**src/rtl/string_detector_ctrl_if.sv**
```systemverilog
// string_detector_ctrl_if -- bundle of the requester, serial-data and result
// signals of string_detector_ctrl.
//   slave  : the controller side (requests/patterns/bits in, grants/result out)
//   master : the requesters plus the result consumer
// Signals:
//   req[1:0]          frame request per requester (level)
//   pattern0/1[3:0]   4-bit search pattern per requester
//   bit_in0/1         serial data per requester
//   bit_vld0/1        serial data valid per requester
//   bit_rdy[1:0]      bit accepted this cycle (granted requester only)
//   gnt[1:0]          one-hot grant, held for the whole frame
//   res_vld/res_rdy   result handshake
//   res_id            requester index of the result
//   res_count[4:0]    match count of the finished frame
//   busy              controller not idle
interface string_detector_ctrl_if;
  logic [1:0] req;
  logic [3:0] pattern0;
  logic [3:0] pattern1;
  logic       bit_in0;
  logic       bit_in1;
  logic       bit_vld0;
  logic       bit_vld1;
  logic [1:0] bit_rdy;
  logic [1:0] gnt;
  logic       res_vld;
  logic       res_rdy;
  logic       res_id;
  logic [4:0] res_count;
  logic       busy;

  modport slave (
    input  req, pattern0, pattern1, bit_in0, bit_in1, bit_vld0, bit_vld1, res_rdy,
    output bit_rdy, gnt, res_vld, res_id, res_count, busy
  );

  modport master (
    output req, pattern0, pattern1, bit_in0, bit_in1, bit_vld0, bit_vld1, res_rdy,
    input  bit_rdy, gnt, res_vld, res_id, res_count, busy
  );
endinterface

```
**src/rtl/string_detector_ctrl.sv**
```systemverilog
// string_detector_ctrl -- two-requester round-robin controller that streams
// FRAME_LEN serial bits from the granted requester through a 4-bit pattern
// detector, idles GAP_LEN flush cycles, then reports the match count.
// Ports:
//   clk    : sole clock, rising edge
//   rst_n  : asynchronous active-low reset
//   bus    : string_detector_ctrl_if.slave (request, serial data, result)
// Parameters:
//   FRAME_LEN : serial bits per frame (4..31)
//   GAP_LEN   : flush cycles after each frame (1..15)
// Configuration macro:
//   STRDET_OVERLAP_EN : when defined, overlapping matches are counted; when
//                       undefined a match empties the window fill count so the
//                       next match needs 4 fresh bits.
module string_detector_ctrl #(
  parameter int FRAME_LEN = 20,
  parameter int GAP_LEN   = 4
) (
  input  logic                  clk,
  input  logic                  rst_n,
  string_detector_ctrl_if.slave bus
);

  typedef enum logic [1:0] {IDLE, STREAM, GAP, REPORT} state_e;

  localparam logic [4:0] LAST_BIT = 5'(FRAME_LEN - 1);
  localparam logic [3:0] LAST_GAP = 4'(GAP_LEN - 1);

  state_e     state_q, state_d;
  logic [1:0] gnt_q,   gnt_d;
  logic       id_q,    id_d;
  logic       last_q,  last_d;   // requester granted most recently
  logic [3:0] pat_q,   pat_d;
  logic [3:0] win_q,   win_d;
  logic [2:0] fill_q,  fill_d;   // bits in window since last clear, saturates at 4
  logic [4:0] bcnt_q,  bcnt_d;
  logic [4:0] mcnt_q,  mcnt_d;
  logic [3:0] gap_q,   gap_d;

  logic       cur_bit, cur_vld, hit, nxt_id;
  logic [3:0] win_sh;
  logic [2:0] fill_inc;

  assign cur_bit  = id_q ? bus.bit_in1  : bus.bit_in0;
  assign cur_vld  = id_q ? bus.bit_vld1 : bus.bit_vld0;
  assign win_sh   = {win_q[2:0], cur_bit};
  assign fill_inc = (fill_q == 3'd4) ? 3'd4 : fill_q + 3'd1;
  // Match is judged on the window as it will look after this bit shifts in.
  assign hit      = (fill_inc == 3'd4) && (win_sh == pat_q);
  // Both requesting: hand over to whoever did not go last.
  assign nxt_id   = (bus.req == 2'b11) ? ~last_q : bus.req[1];

  always_comb begin
    state_d = state_q;
    gnt_d   = gnt_q;
    id_d    = id_q;
    last_d  = last_q;
    pat_d   = pat_q;
    win_d   = win_q;
    fill_d  = fill_q;
    bcnt_d  = bcnt_q;
    mcnt_d  = mcnt_q;
    gap_d   = gap_q;
    case (state_q)
      IDLE: begin
        if (|bus.req) begin
          id_d    = nxt_id;
          last_d  = nxt_id;
          gnt_d   = nxt_id ? 2'b10 : 2'b01;
          pat_d   = nxt_id ? bus.pattern1 : bus.pattern0;
          win_d   = '0;
          fill_d  = '0;
          bcnt_d  = '0;
          mcnt_d  = '0;
          gap_d   = '0;
          state_d = STREAM;
        end
      end
      STREAM: begin
        if (cur_vld) begin
          win_d  = win_sh;
          bcnt_d = bcnt_q + 5'd1;
          fill_d = fill_inc;
          if (hit) begin
            if (mcnt_q != 5'd31) mcnt_d = mcnt_q + 5'd1;
`ifdef STRDET_OVERLAP_EN
            fill_d = fill_inc;
`else
            fill_d = '0;
`endif
          end
          if (bcnt_q == LAST_BIT) begin
            gap_d   = '0;
            state_d = GAP;
          end
        end
      end
      GAP: begin
        gap_d = gap_q + 4'd1;
        if (gap_q == LAST_GAP) state_d = REPORT;
      end
      REPORT: begin
        if (bus.res_rdy) begin
          gnt_d   = '0;
          state_d = IDLE;
        end
      end
      default: state_d = IDLE;
    endcase
  end

  always_ff @(posedge clk or negedge rst_n) begin
    if (!rst_n) begin
      state_q <= IDLE;
      gnt_q   <= '0;
      id_q    <= 1'b0;
      last_q  <= 1'b1;   // so requester 0 wins the first contested grant
      pat_q   <= '0;
      win_q   <= '0;
      fill_q  <= '0;
      bcnt_q  <= '0;
      mcnt_q  <= '0;
      gap_q   <= '0;
    end else begin
      state_q <= state_d;
      gnt_q   <= gnt_d;
      id_q    <= id_d;
      last_q  <= last_d;
      pat_q   <= pat_d;
      win_q   <= win_d;
      fill_q  <= fill_d;
      bcnt_q  <= bcnt_d;
      mcnt_q  <= mcnt_d;
      gap_q   <= gap_d;
    end
  end

  assign bus.gnt       = gnt_q;
  assign bus.bit_rdy   = (state_q == STREAM) ? gnt_q : 2'b00;
  assign bus.res_vld   = (state_q == REPORT);
  assign bus.res_id    = id_q;
  assign bus.res_count = mcnt_q;
  assign bus.busy      = (state_q != IDLE);

endmodule

```
**src/flat_wrapper.sv**
```systemverilog
// flat-port wrapper written by rule: the top's interface ports become plain ports
module string_detector_ctrl_flat 
#(
  parameter int FRAME_LEN = 20,
  parameter int GAP_LEN   = 4
)
  (clk, rst_n, bus_req, bus_pattern0, bus_pattern1, bus_bit_in0, bus_bit_in1, bus_bit_vld0, bus_bit_vld1, bus_res_rdy, bus_bit_rdy, bus_gnt, bus_res_vld, bus_res_id, bus_res_count, bus_busy);
  string_detector_ctrl_if bus_i ();
  input  logic clk;
  input  logic rst_n;
  input wire logic [$bits(bus_i.req)-1:0] bus_req;
  input wire logic [$bits(bus_i.pattern0)-1:0] bus_pattern0;
  input wire logic [$bits(bus_i.pattern1)-1:0] bus_pattern1;
  input wire logic [$bits(bus_i.bit_in0)-1:0] bus_bit_in0;
  input wire logic [$bits(bus_i.bit_in1)-1:0] bus_bit_in1;
  input wire logic [$bits(bus_i.bit_vld0)-1:0] bus_bit_vld0;
  input wire logic [$bits(bus_i.bit_vld1)-1:0] bus_bit_vld1;
  input wire logic [$bits(bus_i.res_rdy)-1:0] bus_res_rdy;
  output wire logic [$bits(bus_i.bit_rdy)-1:0] bus_bit_rdy;
  output wire logic [$bits(bus_i.gnt)-1:0] bus_gnt;
  output wire logic [$bits(bus_i.res_vld)-1:0] bus_res_vld;
  output wire logic [$bits(bus_i.res_id)-1:0] bus_res_id;
  output wire logic [$bits(bus_i.res_count)-1:0] bus_res_count;
  output wire logic [$bits(bus_i.busy)-1:0] bus_busy;
  assign bus_i.req = bus_req;
  assign bus_i.pattern0 = bus_pattern0;
  assign bus_i.pattern1 = bus_pattern1;
  assign bus_i.bit_in0 = bus_bit_in0;
  assign bus_i.bit_in1 = bus_bit_in1;
  assign bus_i.bit_vld0 = bus_bit_vld0;
  assign bus_i.bit_vld1 = bus_bit_vld1;
  assign bus_i.res_rdy = bus_res_rdy;
  assign bus_bit_rdy = bus_i.bit_rdy;
  assign bus_gnt = bus_i.gnt;
  assign bus_res_vld = bus_i.res_vld;
  assign bus_res_id = bus_i.res_id;
  assign bus_res_count = bus_i.res_count;
  assign bus_busy = bus_i.busy;
  string_detector_ctrl #(.FRAME_LEN(FRAME_LEN), .GAP_LEN(GAP_LEN)) u_core (.clk(clk), .rst_n(rst_n), .bus(bus_i));
endmodule
```
**config.mk**
```make
export PLATFORM = sky130hd
export DESIGN_NAME = string_detector_ctrl_flat
export DESIGN_NICKNAME = d
export VERILOG_FILES = /design/src/rtl/string_detector_ctrl_if.sv /design/src/rtl/string_detector_ctrl.sv /design/src/flat_wrapper.sv
export SDC_FILE = /design/constraint.sdc
export NUM_CORES = 1
export LEC_CHECK = 0
export BUFFER_PORTS_ARGS = -buffer_cell sky130_fd_sc_hd__buf_2
export CORE_ASPECT_RATIO = 1.2
export CORE_MARGIN = 2
export CORE_UTILIZATION = 30
export DETAILED_ROUTE_END_ITERATION = 12
export PLACE_DENSITY_LB_ADDON = 0.08
export RECOVER_POWER = 50
export SLEW_MARGIN = 20
export SYNTH_ARGS = -nofsm -noshare
export SYNTH_HDL_FRONTEND = slang
export SYNTH_SLANG_ARGS = --single-unit
```
**constraint.sdc**
```tcl
create_clock -name clk -period 2.32 [get_ports clk]
set_clock_uncertainty 0.05 [all_clocks]
set_input_delay 0.116 -clock clk [delete_from_list [all_inputs] [get_ports clk]]
set_output_delay 0.116 -clock clk [all_outputs]
set_load 0.005 [all_outputs]
```
==> flow_metrics.env, run 1 <==
export IMPL_fp_dieW_um=74.7
export IMPL_antenna_found_initial=0
export IMPL_layout_drive_gt1_share_pct=21.6
export IMPL_dp_hpwl_um=3250
export IMPL_status="complete, but fails checks"
export IMPL_drt_wl_total_um=4230
export IMPL_rr_startpoint="u_core.bus.res_count[0]"
export IMPL_drt_iter0_markers=86
export IMPL_cts_buffers=5
export IMPL_cts_resized_gates=0
export IMPL_routabilityCongestion=0.782
export IMPL_grt_max_degree=31
export IMPL_crit_top_cell="ha_1"
export IMPL_crit_path_end_kind="register"
export IMPL_io_buffer_count=28
export IMPL_grt_pass1_vias=1534
export IMPL_hold_path_class="primary input to register"
export IMPL_final_cells=307
export IMPL_ys_types=46
export IMPL_final_cell_mix="dfrtp_1 (29), nand2_1 (28), buf_2 (24)"
export IMPL_vias=1526
export IMPL_maxSlewHeadroom_pct=-13.9
export IMPL_use_met1_pct=17.5
export IMPL_crit_start="u_core.bus.res_count[0]"
export IMPL_synth_main_ff_cell="dfrtp_1"
export IMPL_dp_cells=298
export IMPL_ys_seq_elements=30
export IMPL_critPathBufInv=0
export IMPL_cp_max_fo=6
export IMPL_path_cells="ha_1 -> and3_1 -> ha_1 -> nor3_1 -> nand3_2 -> o311ai_1"
export IMPL_clk_pin_slew_ps=70
export IMPL_drt_antenna_violating_nets=0
export IMPL_h_tree_depth=2
export IMPL_ff2ff_path_depth=6
export IMPL_rsz0062_at_grt="no"
export IMPL_synth_cells=185
export IMPL_ff2ff_setup_slack_ps=220
export IMPL_yosys_area_share_simple_pct=19.3
export IMPL_setup_tns_final_ps=0
export IMPL_maxCapViolations=1
export IMPL_post_place_ws_ps=223
export IMPL_required_ps=2440
export IMPL_area_delta_synth_final_pct=21.7
export IMPL_synth_mux_area_fraction_pct=7.38
export IMPL_setup_viol=0
export IMPL_initial_core_util_pct=31.5
export IMPL_synth_compound_area_share_pct=19.5
export IMPL_layout_setup_ws_ps=216
export IMPL_dr_pass1_iters=4
export IMPL_syn_avg_cell_area_um2=9.72
export IMPL_cp_depth=6
export IMPL_synth_nets=212
export IMPL_rr_endpoint="u_core.bus.res_count[0]"
export IMPL_peakVddDrop_v=0.000461
export IMPL_cts_sink_count=30
export IMPL_p_per_area_nw_per_um2=1140
export IMPL_gr_total_overflow=0
export IMPL_synthAdderAreaFrac_pct=6.96
export IMPL_netlist_area_um2=1800
export IMPL_worstSetupStartpointType="register"
export IMPL_cts_tree="yes"
export IMPL_drc_errors=0
export IMPL_vias_per_cell=4.97
export IMPL_die_y_um=88.8
export IMPL_crit_family="simple AND/OR/NAND/NOR gates"
export IMPL_synth_yosys_seq_area_share_pct=41.8
export IMPL_critical_path_class="register to register"
export IMPL_num_antenna_cells=0
export IMPL_violations="max-capacitance violations, max-slew violations"
export IMPL_leakage_nw=1.01
export IMPL_core_area_um2=5710
export IMPL_clock_latency_ps=280
export IMPL_top_usage_layer="met2"
export IMPL_fin_crit_ps=2100
export IMPL_multi_input_area_um2=991
export IMPL_clk_path_buf_depth=2
export IMPL_critPathCapture="u_core.bus.res_count[0]"
export IMPL_max_stage_delay_ps=440
export IMPL_cts_root_buffer_cell="clkbuf_8"
export IMPL_rows=30
export IMPL_grt_use_met3_pct=4.33
export IMPL_grt_use_total_pct=14.6
export IMPL_grtUsageMet2_pct=25.3
export IMPL_period_share_pct=90.7
export IMPL_synth_top_family_by_area="compound AO/OA/AOI/OAI gates"
export IMPL_slew_violations=31
export IMPL_synth_edff_count=0
export IMPL_worstPathArrival_ps=2230
export IMPL_final_common_cell="dfrtp_1"
export IMPL_ioPinCount=29
export IMPL_grt_pass1_wl_um=7410
export IMPL_synth_warnings=0
export IMPL_nets=253
export IMPL_tightestPinTransition_ps=1710
export IMPL_fmax_mhz=475
export IMPL_wire_per_inst_um=13.8
export IMPL_synth_xor_area_share_pct=1.95
export IMPL_async_reset_ff_share_pct=100
export IMPL_cp_slowest_cell="nor3_1"
export IMPL_final_hold_viol_count=0
export IMPL_regArea_um2=752
export IMPL_die_area_um2=6630
export IMPL_nFillCells=604
-- layout make-up --
type	count	share of cell area, %
repair buffers	39	10.1
well taps	80	4.57
flip-flops and latches	30	34.4
clock inverters	1	0.229
clock buffers	7	3.95
multi-input cells	141	45.3
inverters	9	1.54
-- where the power goes --
group          switching [mW]  internal (mW)
Sequential              0.159          0.698
Combinational           0.711          0.496
Clock                   0.196          0.239
-- cell families after synthesis --
| group | Yosys count |
|---|---|
| AND/OR/NAND/NOR | 67 |
| AO/OA/AOI/OAI | 47 |
| flip-flops | 30 |
| buffers and inverters | 14 |
| multiplexers | 13 |
| adder cells (fa/ha/maj) | 10 |
| XOR/XNOR | 4 |
-- flip-flops by register name, indices dropped and copies added (netlist names) --
name,count
u_core.bus.res_id,1
u_core.state_q,2
u_core.bcnt_q,5
u_core.bus.res_count,5
u_core.bus.gnt,2
u_core.last_q,1
u_core.gap_q,4
u_core.fill_q,3
u_core.pat_q,4
u_core.win_q,3
-- synth_stat cells (4+ instances only) --
cell | n | area, µm²
dfrtp_1 | 29 | 726
nand2_1 | 28 | 105
o21ai_0 | 13 | 65.1
mux2i_1 | 11 | 110
ha_1 | 10 | 125
inv_1 | 9 | 33.8
nand3_1 | 9 | 45.0
a22o_1 | 7 | 61.3
nor2_1 | 5 | 18.8
a21oi_1 | 4 | 20.0
a31o_1 | 4 | 35.0
nand2b_1 | 4 | 25.0
nor3_1 | 4 | 20.0
xor2_1 | 4 | 35.0
-- per-layer routing --
metal  vias to the layer above  share of wire [%]
met2                        34                 50
met5                         -                  0
li1                        763                  -
met4                         0                1.2
met1                       724                 43
met3                         5                5.6
-- timing repair --
| action | in CTS | in global routing |
|---|---|---|
| endpoints found under the hold margin | 29 | 0 |
| buffers inserted | 0 | 0 |
| hold buffers | 1 | 0 |
-- per-stage QoR --
| stage | hold WS [ps] | instance area (µm²) | util (%) | power [mW] |
|---|---|---|---|---|
| after floorplan | -230 | 1800 | - | 1.65 |
| after global placement | 156 | 2090 | 36.7 | 2.05 |
| after detailed placement | 173 | 2090 | 36.7 | 2.08 |
| after CTS | 3.46 | 2190 | 38.4 | 2.54 |
| after global routing | 22.1 | 2190 | 38.4 | 2.73 |
| final | 12.8 | 2190 | 38.4 | 2.50 |
-- worst min-delay path by stage --
stage | from | to | slack, ps | cells past startpoint
finish | bus_req[0] | u_core.last_q | 10 | 2
global route | bus_req[0] | u_core.last_q | 20 | 2
CTS | bus_req[0] | u_core.last_q | 3 | 2
detailed placement | rst_n | u_core.fill_q[0] | 170 | 1
global placement | rst_n | u_core.fill_q[0] | 160 | 1
floorplan | rst_n | u_core.bcnt_q[0] | -230 | 0
Power figures use the tool's default switching activity.
==> run 2, diff against run 1 <==
--- a/config.mk
+++ b/config.mk
@@ -10,9 +10,11 @@
 export CORE_MARGIN = 2
 export CORE_UTILIZATION = 30
 export DETAILED_ROUTE_END_ITERATION = 12
-export PLACE_DENSITY_LB_ADDON = 0.08
+export PLACE_DENSITY = 0.48
 export RECOVER_POWER = 50
+export REMOVE_ABC_BUFFERS = 1
 export SLEW_MARGIN = 20
 export SYNTH_ARGS = -nofsm -noshare
 export SYNTH_HDL_FRONTEND = slang
 export SYNTH_SLANG_ARGS = --single-unit
+export TNS_END_PERCENT = 20
==> run 2 against run 1 <==
Effect of this change:
- the flow now finishes without violations
- count of clock-buffer cells in the layout shrank 2
- highest routed layer unchanged
- flip-flop and latch count is the same
- global-route usage shrank 0.57 points
- critical path depth is the same
- total power grew 3.1%
- cell count is the same
- sequential share of layout area shrank 0.35 points
- hold slack gained 62 ps
- critical endpoint is now u_core.bus.res_count[1]
==> flow_metrics.env, run 2 (same netlist as run 1, synthesis figures left out) <==
export IMPL_leakage_nw=1.02
export IMPL_cts_sink_count=30
export IMPL_period_share_pct=88.5
export IMPL_io_buffer_count=28
export IMPL_setup_viol=0
export IMPL_rsz0062_at_grt="no"
export IMPL_critical_path_class="register to register"
export IMPL_grt_max_degree=31
export IMPL_final_hold_viol_count=0
export IMPL_rr_endpoint="u_core.bus.res_count[1]"
export IMPL_seqPwrFrac_pct=33.2
export IMPL_p_int_mw=1.51
export IMPL_dp_hpwl_um=3000
export IMPL_dr_pass1_iters=4
export IMPL_die_y_um=88.8
export IMPL_hold_depth=3
export IMPL_die_area_um2=6630
export IMPL_drt_iter0_markers=70
export IMPL_clock_latency_ps=280
export IMPL_rr_startpoint="u_core.bus.res_count[0]"
export IMPL_cp_max_fo=6
export IMPL_post_place_ws_ps=280
export IMPL_drt_wl_total_um=4100
export IMPL_setup_tns_final_ps=0
export IMPL_area_delta_synth_final_pct=23.0
export IMPL_crit_start="u_core.bus.res_count[0]"
export IMPL_nets=253
export IMPL_post_cts_setup_buffer_count=0
export IMPL_layout_drive_gt1_share_pct=22.5
export IMPL_fmax_mhz=487
export IMPL_core_area_um2=5710
export IMPL_switchingPower_mw=1.07
export IMPL_pwr_share_clk_pct=20.4
export IMPL_cts_root_buffer_cell="clkbuf_8"
export IMPL_fp_dieW_um=74.7
export IMPL_ff2ff_setup_slack_ps=270
export IMPL_peakVddDrop_v=0.000478
export IMPL_grt_pass1_vias=1533
export IMPL_p_per_area_nw_per_um2=1170
export IMPL_clk_pin_slew_ps=70
export IMPL_ff2ff_path_depth=6
export IMPL_maxCapViolations=0
export IMPL_routed_wl_met2_um=1860
export IMPL_antenna_found_initial=0
export IMPL_ioPinCount=29
export IMPL_grt_use_total_pct=14.0
export IMPL_power_frac_comb_pct=46.4
export IMPL_crit_path_end_kind="register"
export IMPL_maxUsedRoutingLayer="met4"
export IMPL_cts_tree="yes"
export IMPL_multi_input_area_um2=991
export IMPL_fin_crit_ps=2050
export IMPL_required_ps=2450
export IMPL_drc_errors=0
export IMPL_vias_per_cell=4.87
export IMPL_final_common_cell="dfrtp_1"
export IMPL_rows=30
export IMPL_wl_met1_um=2000
export IMPL_status="completed"
export IMPL_clk_path_buf_depth=2
export IMPL_critPathCapture="u_core.bus.res_count[1]"
export IMPL_gr_total_overflow=0
export IMPL_maxSlewHeadroom_pct=52.0
export IMPL_worstSetupStartpointType="register"
export IMPL_worstPathArrival_ps=2190
export IMPL_wl_met3_um=134
export IMPL_slew_violations=0
export IMPL_regArea_um2=752
export IMPL_nFillCells=615
export IMPL_wire_per_inst_um=13.3
export IMPL_cts_resized_gates=0
export IMPL_tightestPinTransition_ps=720
export IMPL_routabilityCongestion=0.813
export IMPL_layout_setup_ws_ps=266
export IMPL_cts_buffers=5
export IMPL_initial_core_util_pct=31.5
export IMPL_h_tree_depth=2
export IMPL_grt_pass1_wl_um=7160
export IMPL_hold_path_class="primary input to register"
export IMPL_drt_antenna_violating_nets=0
export IMPL_final_cell_mix="dfrtp_1 (29), nand2_1 (28), buf_2 (26)"
export IMPL_num_antenna_cells=0
export IMPL_vias=1496
export IMPL_swShare_pct=41.4
==> run 2: cell count changes in the layout (fill, tap and decap cells not counted) <==
cell	previous run	this run
clkbuf_1	5	2
buf_2	24	26
buf_4	10	9
bufinv_16	0	1
clkbuf_8	6	5
clkinv_2	1	2
dlygate4sd3_1	1	2
==> run 2: layout make-up <==
| type | count | area share (%) |
|---|---|---|
| Sequential cell | 30 | 34.0 |
| Clock inverter | 3 | 1.81 |
| Tap cell | 80 | 4.53 |
| Inverter | 9 | 1.53 |
| Clock buffer | 5 | 3.11 |
| Multi-Input combinational cell | 141 | 44.8 |
| Timing Repair Buffer | 39 | 10.2 |
==> run 2: how the worst min path moves through the flow <==
| stage | startpoint | end |
|---|---|---|
| detailed placement | rst_n | u_core.fill_q[0] |
| floorplan | rst_n | u_core.bcnt_q[0] |
| global placement | rst_n | u_core.fill_q[1] |
| CTS | bus_pattern0[2] | u_core.pat_q[2] |
| global route | bus_pattern0[1] | u_core.pat_q[1] |
| finish | bus_pattern0[2] | u_core.pat_q[2] |
==> run 2: what timing repair did <==
| action | 4_1_cts | 5_1_grt |
|---|---|---|
| hold endpoints to repair | 30 | 0 |
| endpoints found under the setup margin | 0 | 0 |
| hold buffers | 2 | 0 |
==> run 2: power by group through the flow <==
| stage | registers [mW] | logic, mW | clock network [mW] |
|---|---|---|---|
| 6_report | 0.855 | 1.20 | 0.526 |
| 3_3_place_gp | 0.864 | 1.20 | 0 |
| 2_1_floorplan | 0.831 | 0.789 | 0 |
| 3_5_place_dp | 0.868 | 1.20 | 0 |
| 4_1_cts | 0.856 | 1.21 | 0.541 |
| 5_1_grt | 0.884 | 1.36 | 0.569 |
==> run 2: per-layer routing <==
metal | vias to the layer above | global-route usage, %
met5 | - | 0
met4 | 0 | 6.49
met3 | 11 | 3.19
met2 | 24 | 21.8
met1 | 700 | 18.4
li1 | 761 | -
==> run 2: critical path: stages, from the launching register on <==
cell,delay [ps]
dfrtp_1,430
ha_1,220
and3_1,180
ha_1,200
nor3_1,420
nand3_2,160
o311ai_1,280
==> run 2: stage by stage <==
step           area [µm²]  power (mW)  hold WS, ps  cells  utilization (%)
5_1_grt              2210        2.81         99.4    307             38.8
6_report             2210        2.58         74.8    307             38.8
3_3_place_gp         2080        2.06          166    297             36.5
3_5_place_dp         2080        2.07          169    297             36.5
2_1_floorplan        1780        1.62         -230    180                -
4_1_cts              2210        2.61         70.6    307             38.8
